===== src/rtl/rv32i_types.sv =====
// RV32I/RV64I load and store funct3 encodings shared across the core.
package rv32i_types;

  typedef enum logic [2:0] {
    LB  = 3'b000,
    LH  = 3'b001,
    LW  = 3'b010,
    LD  = 3'b011,
    LBU = 3'b100,
    LHU = 3'b101,
    LWU = 3'b110
  } load_funct3_t;

  typedef enum logic [2:0] {
    SB = 3'b000,
    SH = 3'b001,
    SW = 3'b010,
    SD = 3'b011
  } store_funct3_t;

endpackage


===== src/rtl/lsu_types.sv =====
// Load/store unit types: FSM states, access sizes and the funct3 decoder.
package lsu_types;
  import rv32i_types::*;

  typedef enum logic [1:0] {
    ST_IDLE   = 2'd0,
    ST_ACCESS = 2'd1,
    ST_RESP   = 2'd2
  } lsu_state_t;

  typedef enum logic [1:0] {
    SZ_B = 2'd0,
    SZ_H = 2'd1,
    SZ_W = 2'd2,
    SZ_D = 2'd3
  } lsu_size_t;

  typedef struct packed {
    logic      legal;
    lsu_size_t size;
    logic      uns;
  } lsu_decode_t;

  // Map funct3 to size/signedness; 64-bit forms are only legal when wide=1.
  function automatic lsu_decode_t lsu_decode(input logic       we,
                                             input logic [2:0] funct3,
                                             input logic       wide);
    lsu_decode_t d;
    d.legal = 1'b0;
    d.size  = SZ_B;
    d.uns   = 1'b0;
    if (we) begin
      case (funct3)
        SB:      begin d.legal = 1'b1; d.size = SZ_B; end
        SH:      begin d.legal = 1'b1; d.size = SZ_H; end
        SW:      begin d.legal = 1'b1; d.size = SZ_W; end
        SD:      begin d.legal = wide; d.size = SZ_D; end
        default: d.legal = 1'b0;
      endcase
    end else begin
      case (funct3)
        LB:      begin d.legal = 1'b1; d.size = SZ_B; end
        LH:      begin d.legal = 1'b1; d.size = SZ_H; end
        LW:      begin d.legal = 1'b1; d.size = SZ_W; end
        LD:      begin d.legal = wide; d.size = SZ_D; end
        LBU:     begin d.legal = 1'b1; d.size = SZ_B; d.uns = 1'b1; end
        LHU:     begin d.legal = 1'b1; d.size = SZ_H; d.uns = 1'b1; end
        LWU:     begin d.legal = wide; d.size = SZ_W; d.uns = 1'b1; end
        default: d.legal = 1'b0;
      endcase
    end
    return d;
  endfunction

endpackage


===== src/rtl/lsu_align.sv =====
// Combinational lane logic: store byte enables and replicated store data,
// load right-shift and sign/zero extension.
module lsu_align
  import lsu_types::*;
#(
  parameter int XLEN = 32
) (
  input  logic [$clog2(XLEN/8)-1:0] off,
  input  lsu_size_t                 size,
  input  logic                      uns,
  input  logic [XLEN-1:0]           store_data,
  input  logic [XLEN-1:0]           mem_rdata,
  output logic [XLEN/8-1:0]         byte_enable,
  output logic [XLEN-1:0]           lane_wdata,
  output logic [XLEN-1:0]           load_data
);

  localparam int NB = XLEN / 8;

  logic [NB-1:0]   base_mask;
  logic [XLEN-1:0] shifted;
  logic [XLEN-1:0] keep_mask;
  logic            sign;

  // Store side: size mask moved to the lane offset, data copied into every lane.
  always_comb begin
    base_mask  = '0;
    lane_wdata = '0;
    case (size)
      SZ_B:    base_mask = NB'(1);
      SZ_H:    base_mask = NB'(3);
      SZ_W:    base_mask = NB'(15);
      default: base_mask = '1;
    endcase
    byte_enable = base_mask << off;
    for (int i = 0; i < NB; i++) begin
      case (size)
        SZ_B:    lane_wdata[i*8 +: 8] = store_data[7:0];
        SZ_H:    lane_wdata[i*8 +: 8] = store_data[(i%2)*8 +: 8];
        SZ_W:    lane_wdata[i*8 +: 8] = store_data[(i%4)*8 +: 8];
        default: lane_wdata[i*8 +: 8] = store_data[i*8 +: 8];
      endcase
    end
  end

  // Load side: bring the addressed lane to bit 0, then mask and extend.
  always_comb begin
    shifted   = mem_rdata >> {off, 3'b000};
    keep_mask = '1;
    sign      = 1'b0;
    case (size)
      SZ_B: begin keep_mask = XLEN'(8'hFF);          sign = shifted[7];  end
      SZ_H: begin keep_mask = XLEN'(16'hFFFF);       sign = shifted[15]; end
      SZ_W: begin keep_mask = XLEN'(32'hFFFF_FFFF);  sign = shifted[31]; end
      default: begin keep_mask = '1;                 sign = 1'b0;        end
    endcase
    load_data = shifted & keep_mask;
    if (!uns && sign) begin
      load_data = load_data | ~keep_mask;
    end
  end

endmodule


===== src/rtl/load_store_unit.sv =====
// Load/store unit: accepts one access at a time, drives a simple memory
// strobe interface and returns a single-cycle response.
// Build option LSU_MISALIGN_TRAP_EN: when defined, misaligned accesses fault
// without touching memory; when undefined the address is rounded down to the
// natural alignment of the access and the access proceeds.
//
// Handshake: a request is taken on a rising edge where req_valid and
// req_ready are both high; req_ready is high only while idle. Memory strobes
// stay asserted with stable address/data until a cycle with mem_resp high.
// resp_valid is a one-cycle pulse with no backpressure.
module load_store_unit
  import lsu_types::*;
#(
  parameter int XLEN   = 32,
  parameter int ADDR_W = 32
) (
  input  logic                clk,
  input  logic                rst,
  input  logic                req_valid,
  output logic                req_ready,
  input  logic                req_we,
  input  logic [2:0]          req_funct3,
  input  logic [ADDR_W-1:0]   req_addr,
  input  logic [XLEN-1:0]     req_wdata,
  output logic                resp_valid,
  output logic [XLEN-1:0]     resp_rdata,
  output logic                resp_err,
  output logic                mem_read,
  output logic                mem_write,
  output logic [ADDR_W-1:0]   mem_address,
  output logic [XLEN-1:0]     mem_wdata,
  output logic [XLEN/8-1:0]   mem_byte_enable,
  input  logic [XLEN-1:0]     mem_rdata,
  input  logic                mem_resp,
  output lsu_state_t          dbg_state
);

  localparam int   NB   = XLEN / 8;
  localparam int   OFFW = $clog2(NB);
  localparam logic WIDE = (XLEN == 64);

  lsu_state_t state, state_next;

  logic              we_q;
  lsu_size_t         size_q;
  logic              uns_q;
  logic [ADDR_W-1:0] addr_q;
  logic [XLEN-1:0]   wdata_q;
  logic [XLEN-1:0]   rdata_q;
  logic              err_q;

  lsu_decode_t       dec;
  logic [OFFW-1:0]   low_mask;
  logic              fault;
  logic [ADDR_W-1:0] req_addr_eff;

  logic [NB-1:0]     align_be;
  logic [XLEN-1:0]   align_wdata;
  logic [XLEN-1:0]   align_rdata;

  // Decode the incoming request and decide whether it faults before memory.
  always_comb begin
    dec = lsu_decode(req_we, req_funct3, WIDE);
    case (dec.size)
      SZ_B:    low_mask = '0;
      SZ_H:    low_mask = OFFW'(1);
      SZ_W:    low_mask = OFFW'(3);
      default: low_mask = OFFW'(7);
    endcase
`ifdef LSU_MISALIGN_TRAP_EN
    fault        = !dec.legal || ((req_addr[OFFW-1:0] & low_mask) != '0);
    req_addr_eff = req_addr;
`else
    fault        = !dec.legal;
    req_addr_eff = req_addr & ~ADDR_W'(low_mask);
`endif
  end

  // FSM state register.
  always_ff @(posedge clk) begin
    if (rst) begin
      state <= ST_IDLE;
    end else begin
      state <= state_next;
    end
  end

  // Request capture on acceptance and load data capture on memory completion.
  always_ff @(posedge clk) begin
    if (rst) begin
      we_q    <= 1'b0;
      size_q  <= SZ_B;
      uns_q   <= 1'b0;
      addr_q  <= '0;
      wdata_q <= '0;
      rdata_q <= '0;
      err_q   <= 1'b0;
    end else begin
      case (state)
        ST_IDLE: begin
          if (req_valid) begin
            we_q    <= req_we;
            size_q  <= dec.size;
            uns_q   <= dec.uns;
            addr_q  <= req_addr_eff;
            wdata_q <= req_wdata;
            rdata_q <= '0;
            err_q   <= fault;
          end
        end
        ST_ACCESS: begin
          if (mem_resp && !we_q) begin
            rdata_q <= align_rdata;
          end
        end
        default: ;
      endcase
    end
  end

  // Next-state and output decode; memory outputs are only non-zero in ACCESS.
  always_comb begin
    state_next      = state;
    req_ready       = 1'b0;
    resp_valid      = 1'b0;
    resp_rdata      = '0;
    resp_err        = 1'b0;
    mem_read        = 1'b0;
    mem_write       = 1'b0;
    mem_address     = '0;
    mem_wdata       = '0;
    mem_byte_enable = '0;
    case (state)
      ST_IDLE: begin
        req_ready = 1'b1;
        if (req_valid) begin
          state_next = fault ? ST_RESP : ST_ACCESS;
        end
      end
      ST_ACCESS: begin
        mem_read    = !we_q;
        mem_write   = we_q;
        mem_address = {addr_q[ADDR_W-1:OFFW], {OFFW{1'b0}}};
        if (we_q) begin
          mem_wdata       = align_wdata;
          mem_byte_enable = align_be;
        end
        if (mem_resp) begin
          state_next = ST_RESP;
        end
      end
      ST_RESP: begin
        resp_valid = 1'b1;
        resp_err   = err_q;
        resp_rdata = rdata_q;
        state_next = ST_IDLE;
      end
      default: state_next = ST_IDLE;
    endcase
  end

  assign dbg_state = state;

  lsu_align #(
    .XLEN(XLEN)
  ) u_align (
    .off        (addr_q[OFFW-1:0]),
    .size       (size_q),
    .uns        (uns_q),
    .store_data (wdata_q),
    .mem_rdata  (mem_rdata),
    .byte_enable(align_be),
    .lane_wdata (align_wdata),
    .load_data  (align_rdata)
  );

endmodule

===== config.mk =====
export PLATFORM = sky130hd
export DESIGN_NAME = load_store_unit
export DESIGN_NICKNAME = d
export VERILOG_FILES = /design/src/rtl/rv32i_types.sv /design/src/rtl/lsu_types.sv /design/src/rtl/lsu_align.sv /design/src/rtl/load_store_unit.sv
export SDC_FILE = /design/constraint.sdc
export NUM_CORES = 1
export LEC_CHECK = 0
export ABC_AREA = 1
export BUFFER_PORTS_ARGS = -buffer_cell sky130_fd_sc_hd__buf_2
export CORE_AREA = 2 2 143 145
export CTS_BUF_LIST = sky130_fd_sc_hd__clkbuf_4
export DETAILED_ROUTE_END_ITERATION = 8
export DIE_AREA = 0 0 145 147
export GPL_TIMING_DRIVEN = 0
export PLACE_DENSITY = 0.53
export SYNTH_ARGS = -nofsm -noshare
export SYNTH_HDL_FRONTEND = slang
export SYNTH_HIERARCHICAL = 1
export SYNTH_SLANG_ARGS = --single-unit

===== constraint.sdc =====
create_clock -name clk -period 1.9 [get_ports clk]
set_clock_uncertainty 0.15 [all_clocks]
set_input_delay 0.38 -clock clk [delete_from_list [all_inputs] [get_ports clk]]
set_output_delay 0.38 -clock clk [all_outputs]
set_load 0.02 [all_outputs]

After elaboration in Yosys (flattened, before gate mapping):

Index checks and enable logic that the tools add are counted.

* equal/unequal tests: 14
* reduce and logical (&&, ||, !) cells: 19
* multipliers: 0
* $lt $le $gt $ge: 0
* shift-type cells: 2
* mux-type cells: 33
* bitwise gates (word level): 5
* $add $sub $neg: 0
* div/mod/pow operators: 0

Operator list (number)
* $mux W32: 7
* $pmux W32 S2: 2
* $and A32 B32 Y32: 2
* $not A2 Y32: 1
* $not A32 Y32: 1
* $or A32 B32 Y32: 1
* $shr A32 B5 Y32: 1
* $mux W8: 2
* $pmux W8 S2: 1
* $pmux W2 S3: 2
* $eq A3 B3 Y1 const B: 3
* $mux W1: 9
* $mux W4: 2
* $pmux W2 S2: 2
* $pmux W4 S2: 1
* $eq A2 B1 Y1 const B: 3
* $eq A3 B2 Y1 const B: 2
* $logic_not A2 Y1: 3
* $mux W2: 3
* $ne A2 B2 Y1 const B: 3
* $reduce_or A2 Y1: 3
* $reduce_or A3 Y1: 2
* $reduce_or A5 Y1: 1
* $eq A2 B2 Y1 const B: 2
* 10 further kinds: 14

* bits in registers: 103
* bits in read-only memories: 0
* memories kept: 0
* output and inout bits: 107
* bits in writable memories: 0
* word-level logic and storage cells: 81
* bits in latches: 0

Depth between registers and ports, before layout:

* depth after elaboration: 8
* depth in mapped cells: 11
* depth with buffers taken out: 9

Cells and area by module:

Netlist, hierarchy kept.

Modules (own cells, without submodules)
* load_store_unit: cells each 672, instances 1, area each 4647.0 um^2
* lsu_align: cells each 255, instances 1, area each 1152.4 um^2

Worst setup path after synthesis:

Ideal clock, no wire load.

* kind: register to output
* start point: register state[1] (netlist: dbg_state[1])
* end point: output resp_rdata[10]
* setup slack: -0.254 ns
* cell stages (with the launch flop): 6
* data required time: 1.370 ns
* arrival: 1.624 ns
* path through: dfxtp_1 inv_1 nor2_1 inv_1 buf_1 nor2_1

* longest elaborated chain between the ends: 2

RTL lines
* start, declared: RTL line load_store_unit.sv:42 `lsu_state_t state, state_next;`
* start signal, assigned: RTL line load_store_unit.sv:84 `state <= state_next;`
* $eq A2 B2 Y1: RTL line load_store_unit.sv:133 `case (state)`
* $mux W32: RTL line load_store_unit.sv:133
* end, declared: RTL line load_store_unit.sv:26 `output logic [XLEN-1:0] resp_rdata,`

Every way passes these cells.

Worst setup path after layout:

* start point: register size_q[1]
* end point: output mem_wdata[29]

* longest elaborated chain between the ends: 4
* elaborated cells between the ends (all ways): 5

RTL lines
* start, declared: RTL line load_store_unit.sv:45 `lsu_size_t size_q;`
* start signal, assigned: RTL line load_store_unit.sv:103 `size_q <= dec.size;`
* $eq A2 B1 Y1 or $logic_not A2 Y1 (tied branches): RTL line lsu_align.sv:37 `case (size)`
* $pmux W8 S2 *: RTL line lsu_align.sv:37
* named net align_wdata[29]: RTL line load_store_unit.sv:58 `logic [XLEN-1:0] align_wdata;`
* $mux W32 *: RTL line load_store_unit.sv:144 `if (we_q) begin`
* $mux W32 *: RTL line load_store_unit.sv:133
* end, declared: RTL line load_store_unit.sv:31 `output logic [XLEN-1:0] mem_wdata,`

The timed path passes the listed nets; every way through them passes the cells marked *.

==> results.json <==
{
  "outcome": "complete, but fails checks",
  "violations": "negative setup slack",
  "worstPathArrival_ns": 1.78,
  "finalCriticalPeriod_ns": 2.31,
  "finalPower_mw": 5.83,
  "crit_type": "register to primary output",
  "clkTransAtPathRegs_ns": 0.17,
  "layout_setup_ws_ns": -0.412,
  "period_share_pct": 122,
  "ant_nets": 0,
  "layout-drive-gt1-share_pct": 39.0,
  "netlist_instances": 927,
  "cap_violations": 0,
  "cts_tree": "built",
  "grt_setup_unrepaired": "true",
  "slew_viol_final": 0,
  "cts_sinks": 103,
  "post_drt_via_cell_ratio": 4.60,
  "syn_avg_cell_area_sq_um": 6.26,
  "clk_latency_ns": 0.50,
  "dp_slack_ns": -0.343,
  "die_area_sq_mm": 0.0213,
  "numCtsBuffers": 9,
  "path_buf_inv": 3,
  "worst_slew_pin_slew_ns": 0.512,
  "yosys_warnings": 6,
  "gp_congestion": 0.919,
  "via_count": 7063,
  "synth_edf_count": 0,
  "whs_path_depth": 5,
  "coreArea_sq_mm": 0.0198,
  "grt_pass1_vias": 6842,
  "gr-total-overflow": 0,
  "start_kind": "register",
  "start_util_pct": 29.2,
  "grt_pass1_wl_microns": 35100,
  "cp-end-kind": "primary output",
  "netlist-cell-type-count": 28,
  "wire_per_inst_microns": 15.3,
  "async_reset_ff_share_pct": 0,
  "first_pass_iters": 4,
  "cp_cell_sequence": "buf_8 -> nor2_4 -> buf_6 -> nand2_2 -> nand3_2 -> nand2_2 -> nor2_2 -> buf_6",
  "cp.required_ns": 1.37,
  "layout.nets": 1368,
  "grt_util_all_layers_pct": 20.7,
  "critical-path-slowest-cell": "dfxtp_2",
  "crit_family": "simple AND/OR/NAND/NOR gates",
  "slowest_delay_ns": 0.37,
  "crit_fanout": 5,
  "drt-total-wl_microns": 23500,
  "grt_antenna_before_repair": 1,
  "seq_area_frac_synth_pct": 35.6,
  "synthFlopType": "dfxtp_1",
  "synth-seq-cells": 103,
  "grt_max_degree": 20,
  "fp.dieH_microns": 147,
  "powerDensity_mw_per_mm2": 572,
  "worst-path-stages": 8,
  "io_buffers": 208,
  "netlist.area_leader.share_pct": 35.6,
  "synth_commonest_cells": "220 x nor2_1, 187 x nand2_1, 103 x dfxtp_1",
  "h-tree-depth": 3,
  "finalSetupViolations": 101,
  "yosys-top-cells-area": "dfxtp_1 36%, nor2_1 14%, nand2_1 12%",
  "area.growth.synth_to_final_pct": 75.9,
  "leakagePower_nw": 4.60,
  "synth_area_leader_cell": "dfxtp_1",
  "ir_drop_uv": 354,
  "worst_slew_margin_rel_pct": 65.9,
  "root_buffer": "clkbuf_4",
  "cts_buffer_depth": 2,
  "finalHoldViolCount": 0,
  "die_w_microns": 145,
  "drc": 0,
  "dp.final_hpwl_microns": 16400,
  "io_pins": 211,
  "worstHoldPathType": "input pin to register",
  "row_count": 52,
  "synth_area_sq_mm": 0.00580,
  "synth.most_common_cell": "nor2_1",
  "fmax_ghz": 0.432,
  "rr_worst_depth": 10,
  "drt_first_iter_violations": 391
}
[flip-flops by register name, indices dropped and copies added (netlist names)]
signal     cells
err_q          1
we_q           1
rdata_q       32
dbg_state      2
addr_q        32
wdata_q       32
size_q         2
uns_q          1
[power by group]
part | internal (mW) | switching [mW] | total [mW]
logic | 0.960 | 1.23 | 2.19
clock network | 0.286 | 0.848 | 1.13
registers | 2.37 | 0.135 | 2.50
[cell type report]
type | count | area [sq um]
antenna | 1 | 2.50
buffer | 71 | 583
sequential | 103 | 2080
inverter | 96 | 383
clock buffer | 9 | 67.6
multi-input combinational | 654 | 3770
timing repair inverter | 1 | 8.76
clock inverter | 7 | 56.3
tap | 270 | 338
fill | 1981 | 9640
timing repair buffer | 322 | 2910
[worst reg2reg max path, delay by kind of cell (launching register included)]
kind,cells,cell delay [ns]
and+or+nand+nor,6,0.79
buffers and inverters,3,0.40
DFF,1,0.37
AOI/OAI and AO/OA,1,0.11
[layout by cell type (no fill, tap or decap), drive strengths merged]
cell type,n
a211oi,1
o2111ai,1
diode,1
clkbuf,33
buf,301
dfxtp,103
clkinv,6
nand2,191
o21ai,106
nor2,225
and2,1
o211ai,7
nand3,30
ha,6
dlygate4sd3,68
a21oi,43
conb,2
inv,98
a22oi,40
or2,1
[metrics by stage]
step | setup TNS [ns] | cell area [sq um] | util (%) | cells | hold slack (ns)
after floorplan | -0.213 | 5950 | - | 928 | 0.280
after global placement | -12.82 | 7330 | 36.9 | 1406 | 0.291
after detailed placement | -13.74 | 7330 | 36.9 | 1406 | 0.295
after CTS | -32.12 | 9570 | 48.2 | 1521 | 0.0803
after global routing | -36.35 | 10200 | 51.4 | 1534 | 0.153
final | -25.45 | 10200 | 51.4 | 1534 | 0.144
[routing by layer]
layer  track usage (%)  share of wire, %
met1              26.1                44
met2              35.5                48
met3              4.75               6.0
met4              6.34               2.2
met5                 0                 0
[worst paths after layout]
path / start / to / slack [ns]
min reg2reg: uns_q / uns_q / 0.34
max: size_q[1] / mem_wdata[29] / -0.41
max reg2reg: size_q[1] / rdata_q[15] / 0.04
min: req_funct3[2] / uns_q / 0.14
[timing repair]
item,in CTS,in global routing
endpoints found under the hold margin,68,0
cloned,6,5
resized for setup,342,136
hold buffers,68,0
setup endpoints to repair,111,140
pin swaps,61,30
setup buffers,26,12
[logic make-up (layout without fill, tap and decap cells)]
logic type	count (synthesis)	in the layout	synth area share [%]
simple gates	448	448	30.9
compound gates	198	198	19.2
buf+inv	171	506	13.0
flops	103	103	35.6
fa+ha+maj	6	6	1.29
other cells	1	3	0.0647
Note: power is estimated with default switching activity, not from simulation.
